## src/rtl/gelu_cubic_arbiter.sv

```systemverilog
// Round-robin arbiter sharing one fixed-latency x^3 pipeline among NUM_REQ GELU lanes,
// with per-lane one-entry result buffers. Define GELU_CUBIC_SAT_EN to saturate overflowed results.
module gelu_cubic_arbiter #(
  parameter int NUM_REQ    = 4,
  parameter int DATA_WIDTH = 24,
  parameter int FRAC_BITS  = 16,
  parameter int PIPE_LAT   = 3
) (
  input  logic                          clk,
  input  logic                          rst,
  input  logic [NUM_REQ-1:0]            req_valid,
  output logic [NUM_REQ-1:0]            req_ready,
  input  logic [NUM_REQ*DATA_WIDTH-1:0] req_data,
  output logic [NUM_REQ-1:0]            rsp_valid,
  input  logic [NUM_REQ-1:0]            rsp_ready,
  output logic [NUM_REQ*DATA_WIDTH-1:0] rsp_data,
  output logic [NUM_REQ-1:0]            rsp_overflow,
  output logic [DATA_WIDTH-1:0]         cube_x,
  output logic                          cube_valid_in,
  input  logic [DATA_WIDTH-1:0]         cube_result,
  input  logic                          cube_valid_out,
  input  logic                          cube_overflow,
  output logic                          busy,
  output logic                          protocol_err
);
  localparam int LW = $clog2(NUM_REQ);

  logic [LW-1:0]                 r_rr_ptr;
  logic [NUM_REQ-1:0]            r_inflight;
  logic [NUM_REQ-1:0]            r_rsp_valid;
  logic [NUM_REQ-1:0]            r_rsp_ovf;
  logic [NUM_REQ*DATA_WIDTH-1:0] r_rsp_data;
  logic                          r_err;
  logic [PIPE_LAT-1:0]           r_tag_vld;
  logic [LW-1:0]                 r_tag_id [PIPE_LAT];
`ifdef GELU_CUBIC_SAT_EN
  logic [PIPE_LAT-1:0]           r_tag_sgn;
`endif

  logic [NUM_REQ-1:0]    w_elig;
  logic                  w_grant_vld;
  logic [LW-1:0]         w_grant_id;
  logic [LW-1:0]         w_next_ptr;
  logic [DATA_WIDTH-1:0] w_grant_op;
  logic                  w_head_vld;
  logic [LW-1:0]         w_head_id;
  logic [DATA_WIDTH-1:0] w_cap_data;

  // A lane whose buffer is being drained this cycle may reissue immediately.
  assign w_elig = ~{NUM_REQ{rst}} & req_valid & ~r_inflight & (~r_rsp_valid | rsp_ready);

  always_comb begin
    int            idx;
    logic [LW-1:0] sel;
    idx         = 0;
    sel         = '0;
    w_grant_vld = 1'b0;
    w_grant_id  = '0;
    // Walk from the farthest offset down so the nearest eligible lane wins.
    for (int k = NUM_REQ - 1; k >= 0; k--) begin
      idx = int'(r_rr_ptr) + k;
      if (idx >= NUM_REQ) idx = idx - NUM_REQ;
      sel = LW'(idx);
      if (w_elig[sel]) begin
        w_grant_vld = 1'b1;
        w_grant_id  = sel;
      end
    end
  end

  assign w_next_ptr = (w_grant_id == LW'(NUM_REQ - 1)) ? '0 : w_grant_id + LW'(1);
  assign w_grant_op = req_data[w_grant_id*DATA_WIDTH +: DATA_WIDTH];

  assign req_ready     = w_grant_vld ? (NUM_REQ'(1) << w_grant_id) : '0;
  assign cube_valid_in = w_grant_vld;
  assign cube_x        = w_grant_vld ? w_grant_op : '0;

  assign w_head_vld = r_tag_vld[PIPE_LAT-1];
  assign w_head_id  = r_tag_id[PIPE_LAT-1];

`ifdef GELU_CUBIC_SAT_EN
  localparam int INT_BITS = DATA_WIDTH - FRAC_BITS;
  localparam logic [DATA_WIDTH-1:0] SAT_POS = {1'b0, {(INT_BITS-1){1'b1}}, {FRAC_BITS{1'b1}}};
  localparam logic [DATA_WIDTH-1:0] SAT_NEG = ~SAT_POS;
  assign w_cap_data = !cube_overflow ? cube_result :
                      (r_tag_sgn[PIPE_LAT-1] ? SAT_NEG : SAT_POS);
`else
  assign w_cap_data = cube_result;
`endif

  always_ff @(posedge clk) begin
    if (rst) begin
      r_rr_ptr    <= '0;
      r_inflight  <= '0;
      r_rsp_valid <= '0;
      r_rsp_ovf   <= '0;
      r_rsp_data  <= '0;
      r_err       <= 1'b0;
      r_tag_vld   <= '0;
      for (int s = 0; s < PIPE_LAT; s++) r_tag_id[s] <= '0;
`ifdef GELU_CUBIC_SAT_EN
      r_tag_sgn   <= '0;
`endif
    end else begin
      r_tag_vld[0] <= w_grant_vld;
      r_tag_id[0]  <= w_grant_id;
`ifdef GELU_CUBIC_SAT_EN
      r_tag_sgn[0] <= w_grant_op[DATA_WIDTH-1];
`endif
      for (int s = 1; s < PIPE_LAT; s++) begin
        r_tag_vld[s] <= r_tag_vld[s-1];
        r_tag_id[s]  <= r_tag_id[s-1];
`ifdef GELU_CUBIC_SAT_EN
        r_tag_sgn[s] <= r_tag_sgn[s-1];
`endif
      end

      for (int i = 0; i < NUM_REQ; i++) begin
        if (r_rsp_valid[i] && rsp_ready[i]) r_rsp_valid[i] <= 1'b0;
      end

      // A tag at the head retires its lane whether or not the result showed up.
      if (w_head_vld) r_inflight[w_head_id] <= 1'b0;
      if (w_head_vld && cube_valid_out) begin
        r_rsp_valid[w_head_id]                       <= 1'b1;
        r_rsp_ovf[w_head_id]                         <= cube_overflow;
        r_rsp_data[w_head_id*DATA_WIDTH +: DATA_WIDTH] <= w_cap_data;
      end
      if (w_head_vld ^ cube_valid_out) r_err <= 1'b1;

      if (w_grant_vld) begin
        r_inflight[w_grant_id] <= 1'b1;
        r_rr_ptr               <= w_next_ptr;
      end
    end
  end

  assign rsp_valid    = r_rsp_valid;
  assign rsp_data     = r_rsp_data;
  assign rsp_overflow = r_rsp_ovf;
  assign busy         = (|r_inflight) | (|r_rsp_valid);
  assign protocol_err = r_err;

endmodule

```

## config.mk

```make
export PLATFORM = sky130hd
export DESIGN_NAME = gelu_cubic_arbiter
export DESIGN_NICKNAME = d
export VERILOG_FILES = /design/src/rtl/gelu_cubic_arbiter.sv
export SDC_FILE = /design/constraint.sdc
export NUM_CORES = 1
export LEC_CHECK = 0
export ABC_CLOCK_PERIOD_IN_PS = 7400
export CORE_MARGIN = 5
export CORE_UTILIZATION = 30
export CTS_CLUSTER_SIZE = 14
export DETAILED_ROUTE_END_ITERATION = 6
export GPL_ROUTABILITY_DRIVEN = 1
export MAX_ROUTING_LAYER = met4
export PLACE_DENSITY = 0.65
export SKIP_CTS_REPAIR_TIMING = 1
export SLEW_MARGIN = 0
export SYNTH_ARGS = -nofsm -noshare
export SYNTH_HDL_FRONTEND = slang
export SYNTH_SLANG_ARGS = --single-unit
```

## constraint.sdc

```tcl
create_clock -name clk -period 7.4 [get_ports clk]
set_clock_uncertainty 0.1 [all_clocks]
set_input_delay 1.48 -clock clk [delete_from_list [all_inputs] [get_ports clk]]
set_output_delay 1.48 -clock clk [all_outputs]
set_load 0.03 [all_outputs]
```

==> key figures <==
Placed design
  – Placer Congestion: between 0.8 and 0.9
  – DP Area: 8580 sq um
  – DP Wirelength: approximately 17 mm
  – IO buf count: 266
  – Pre-CTS WS: 1.35 ns

Route
  – DRT iter0 DRCs: 475
  – Vias per cell: 5.04
  – Vias post-DR: 5,982
  – DRT Pass-1 Iters: 5
  – Drt drc: 0
  – Antenna Nets Post-Route: 0
  – Post-Route WL: 22.4 mm
  – WL per Instance: around 19 microns

Pwr
  – Largest vdd supply drop: 103 uV
  – Total power: 2.09 mW
  – Lkg Pwr: between 3 and 4 nW
  – Pwr/cell area: 227 nW/um^2

Timing
  – Final Slew Violations: 0
  – Fmax: about 0.17 GHz
  – Unrepaired setup endpoints after global routing: no
  – Slew HR: between 20% and 30%
  – Setup WS post-layout: 1.35 ns
  – Crit share post-route: roughly four fifths
  – Slew @ Worst Pin: 1.11 ns
  – Setup total negative slack: 0 ns
  – Final Hold Fails: 0
  – Setup violations, final: 0
  – Post-layout min period: 6.05 ns

CTS
  – Sink Count: 120
  – CTS root buf: clkbuf_16
  – Longest Clk Path Bufs: 2
  – Num CTS Buffers: 17
  – Clock tree from TritonCTS: done
  – H-tree depth: 4
  – Clk_lat worst skew: between 0.4 and 0.5 ns
  – Clock transition at path regs: roughly 0.05 ns

Critical path
  – CP max FO: 26
  – R2r endpoint: rsp_data[48]$_SDFFE_PP0P_
  – Worst EP arrival: 4.47 ns
  – Setup CP Type: input pin to primary output
  – CP max-delay cell: clkdlybuf4s50_1
  – Crit path cell chain: clkdlybuf4s50_1 > nor3b_1 > nand2_1 > o221ai_1 > a21o_1 > nand2_1 > o22ai_1 > clkdlybuf4s50_1
  – R2R Setup Slk: 2.83 ns
  – Critical path required time: roughly 5.8 ns
  – Crit path capture type: primary output
  – Worst r2r src: r_tag_id[0][4]$_SDFF_PP0_
  – CP peak stage delay: between 0.7 and 0.8 ns
  – Crit. Startpoint: req_valid[0]
  – R2R depth: 9
  – CP startpoint kind: input pin

Yosys
  – Largest cells by area after synthesis: dfxtp_1 (41%), mux2i_1 (11%), nor2_1 (10%)
  – Post-synth EDFFs: 0
  – Post-synthesis average cell area: around 8.6 sq um
  – Seq/Total Area, Yosys: 41.4%
  – Syn Inst Count: 677
  – Yosys reg bits: 120
  – Synth unique cells: 48
  – Most common cell in the netlist: nor2_1
  – Synth Net Count: 818
  – Post-synth top area cell: dfxtp_1
  – Cell Area, Synth: 5800 sq um
  – Ys flop type: dfxtp_1
  – YS warnings: 0
  – Post-synthesis async set-or-reset flop share: 0%
  – Top-area cell type share of the netlist area: between 40% and 50%
  – Post-synth top cells: nor2_1 (155), dfxtp_1 (120), mux2i_1 (64)

Floorplan
  – DIE AREA: approximately 22,000 sq um
  – I/O pin total: around 270
  – Initial Utilization: roughly 31%
  – Row count: 50
  – Core Footprint: 18,900 sq um
  – Die Span Y: ~150 microns
  – DIE WIDTH: 149 microns

Final layout
  – # fillers: about 1,800
  – Ant. Diodes: 0
  – Fin nets: between 1,000 and 1,500
  – Finished Cell Area: roughly 9200 sq um
  – Reg area: 2400 sq um
  – Area Overhead vs Synth: 58.7%
  – Multi-input gate area: slightly above 3000 sq um
  – Layout cells sized above 1: roughly 5.7%

Min path
  – Hold path start: r_tag_vld[0]$_SDFF_PP0_
  – Hold endpoint: r_tag_vld[1]$_SDFF_PP0_
  – Hold depth: 1
  – Hold WC Path Type: flip-flop to flip-flop

Flow run
  – Maxcap violations: 0

Global route
  – Initial antenna violation count: 0
  – Global route overflow: 0
  – Largest net degree at the start of global routing: 102
  – Vias in the first global route: between 5,000 and 6,000
  – Total GRT Usage: 20.0%
  – First-pass GRT wire length: 33.5 mm

Status
  – Outcome: finished clean
## final cells by class
cell class                      count  share of cell area, %
Inverter                            7                  0.285
Clock buffer                       20                   5.07
Timing Repair Buffer              271                   29.4
Tap cell                          260                   3.53
Sequential cell                   120                   26.1
Multi-Input combinational cell    498                   33.8
Clock inverter                     11                   1.83
## worst max-delay path: cells and delay by family
family	cells	cell delay (ns)
AND/OR/NAND/NOR	3	1.04
buffers and inverters	2	1.18
AO/OA/AOI/OAI	3	0.77
## stage by stage
| step | utilization (%) | cells | hold slack [ns] |
|---|---|---|---|
| after floorplan | - | 677 | 0.314 |
| after global placement | 45.4 | 1156 | 0.318 |
| after detailed placement | 45.4 | 1156 | 0.321 |
| after CTS | 48.8 | 1187 | 0.334 |
| after global routing | 48.8 | 1187 | 0.355 |
| final | 48.8 | 1187 | 0.333 |
## flip-flops by register name, indices dropped and copies added, names as in the netlist
| register | flops |
|---|---|
| protocol_err | 1 |
| r_inflight | 4 |
| r_rr_ptr | 2 |
| r_tag_id | 6 |
| r_tag_vld | 3 |
| rsp_data | 96 |
| rsp_overflow | 4 |
| rsp_valid | 4 |
## layout by cell type (no fill, tap or decap), drive strengths merged, types with 3 or more instances in the layout
master	count
a21oi	50
a222oi	8
a22o	5
a22oi	60
a2bb2oi	8
and3	3
buf	6
bufinv	4
clkbuf	20
clkdlybuf4s50	265
clkinv	5
dfxtp	120
ha	9
inv	8
mux2i	64
nand2	38
nand2b	7
nand3	10
nand3b	6
nor2	158
nor2b	8
o21ai	5
o22ai	27
o31ai	11
## how the worst max path moves through the flow
stage	endpoint	slack, ns	depth (start not counted)
floorplan	cube_x[17]	2.64	8
global placement	cube_x[13]	1.35	9
detailed placement	cube_x[1]	1.35	8
CTS	cube_x[1]	1.32	8
global route	cube_x[1]	1.07	8
finish	cube_x[1]	1.35	8
## layer usage
metal	global-route usage, %	part of all wire [%]	vias up
li1	-	-	2914
met1	22.7	41	2783
met2	35.1	51	260
met3	5.10	6.4	25
met4	5.58	1.8	0
met5	-	0	-
## logic make-up after synthesis
logic type      count (synthesis)  share of synthesized area, %
mux                            64                          11.0
xor+xnor                        2                         0.302
compound gates                182                          22.4
buf+inv                        59                          5.28
fa+ha+maj                       9                          1.94
flops                         120                          41.4
simple gates                  241                          17.7
## power breakdown
group / total, mW / internal (mW) / leakage [nW] / switching (mW)
clock: 0.880 / 0.589 / 0.313 / 0.291
sequential: 0.675 / 0.664 / 0.971 / 0.0109
combinational: 0.538 / 0.236 / 2.00 / 0.302
No activity file was read; power rests on OpenSTA's default activity.
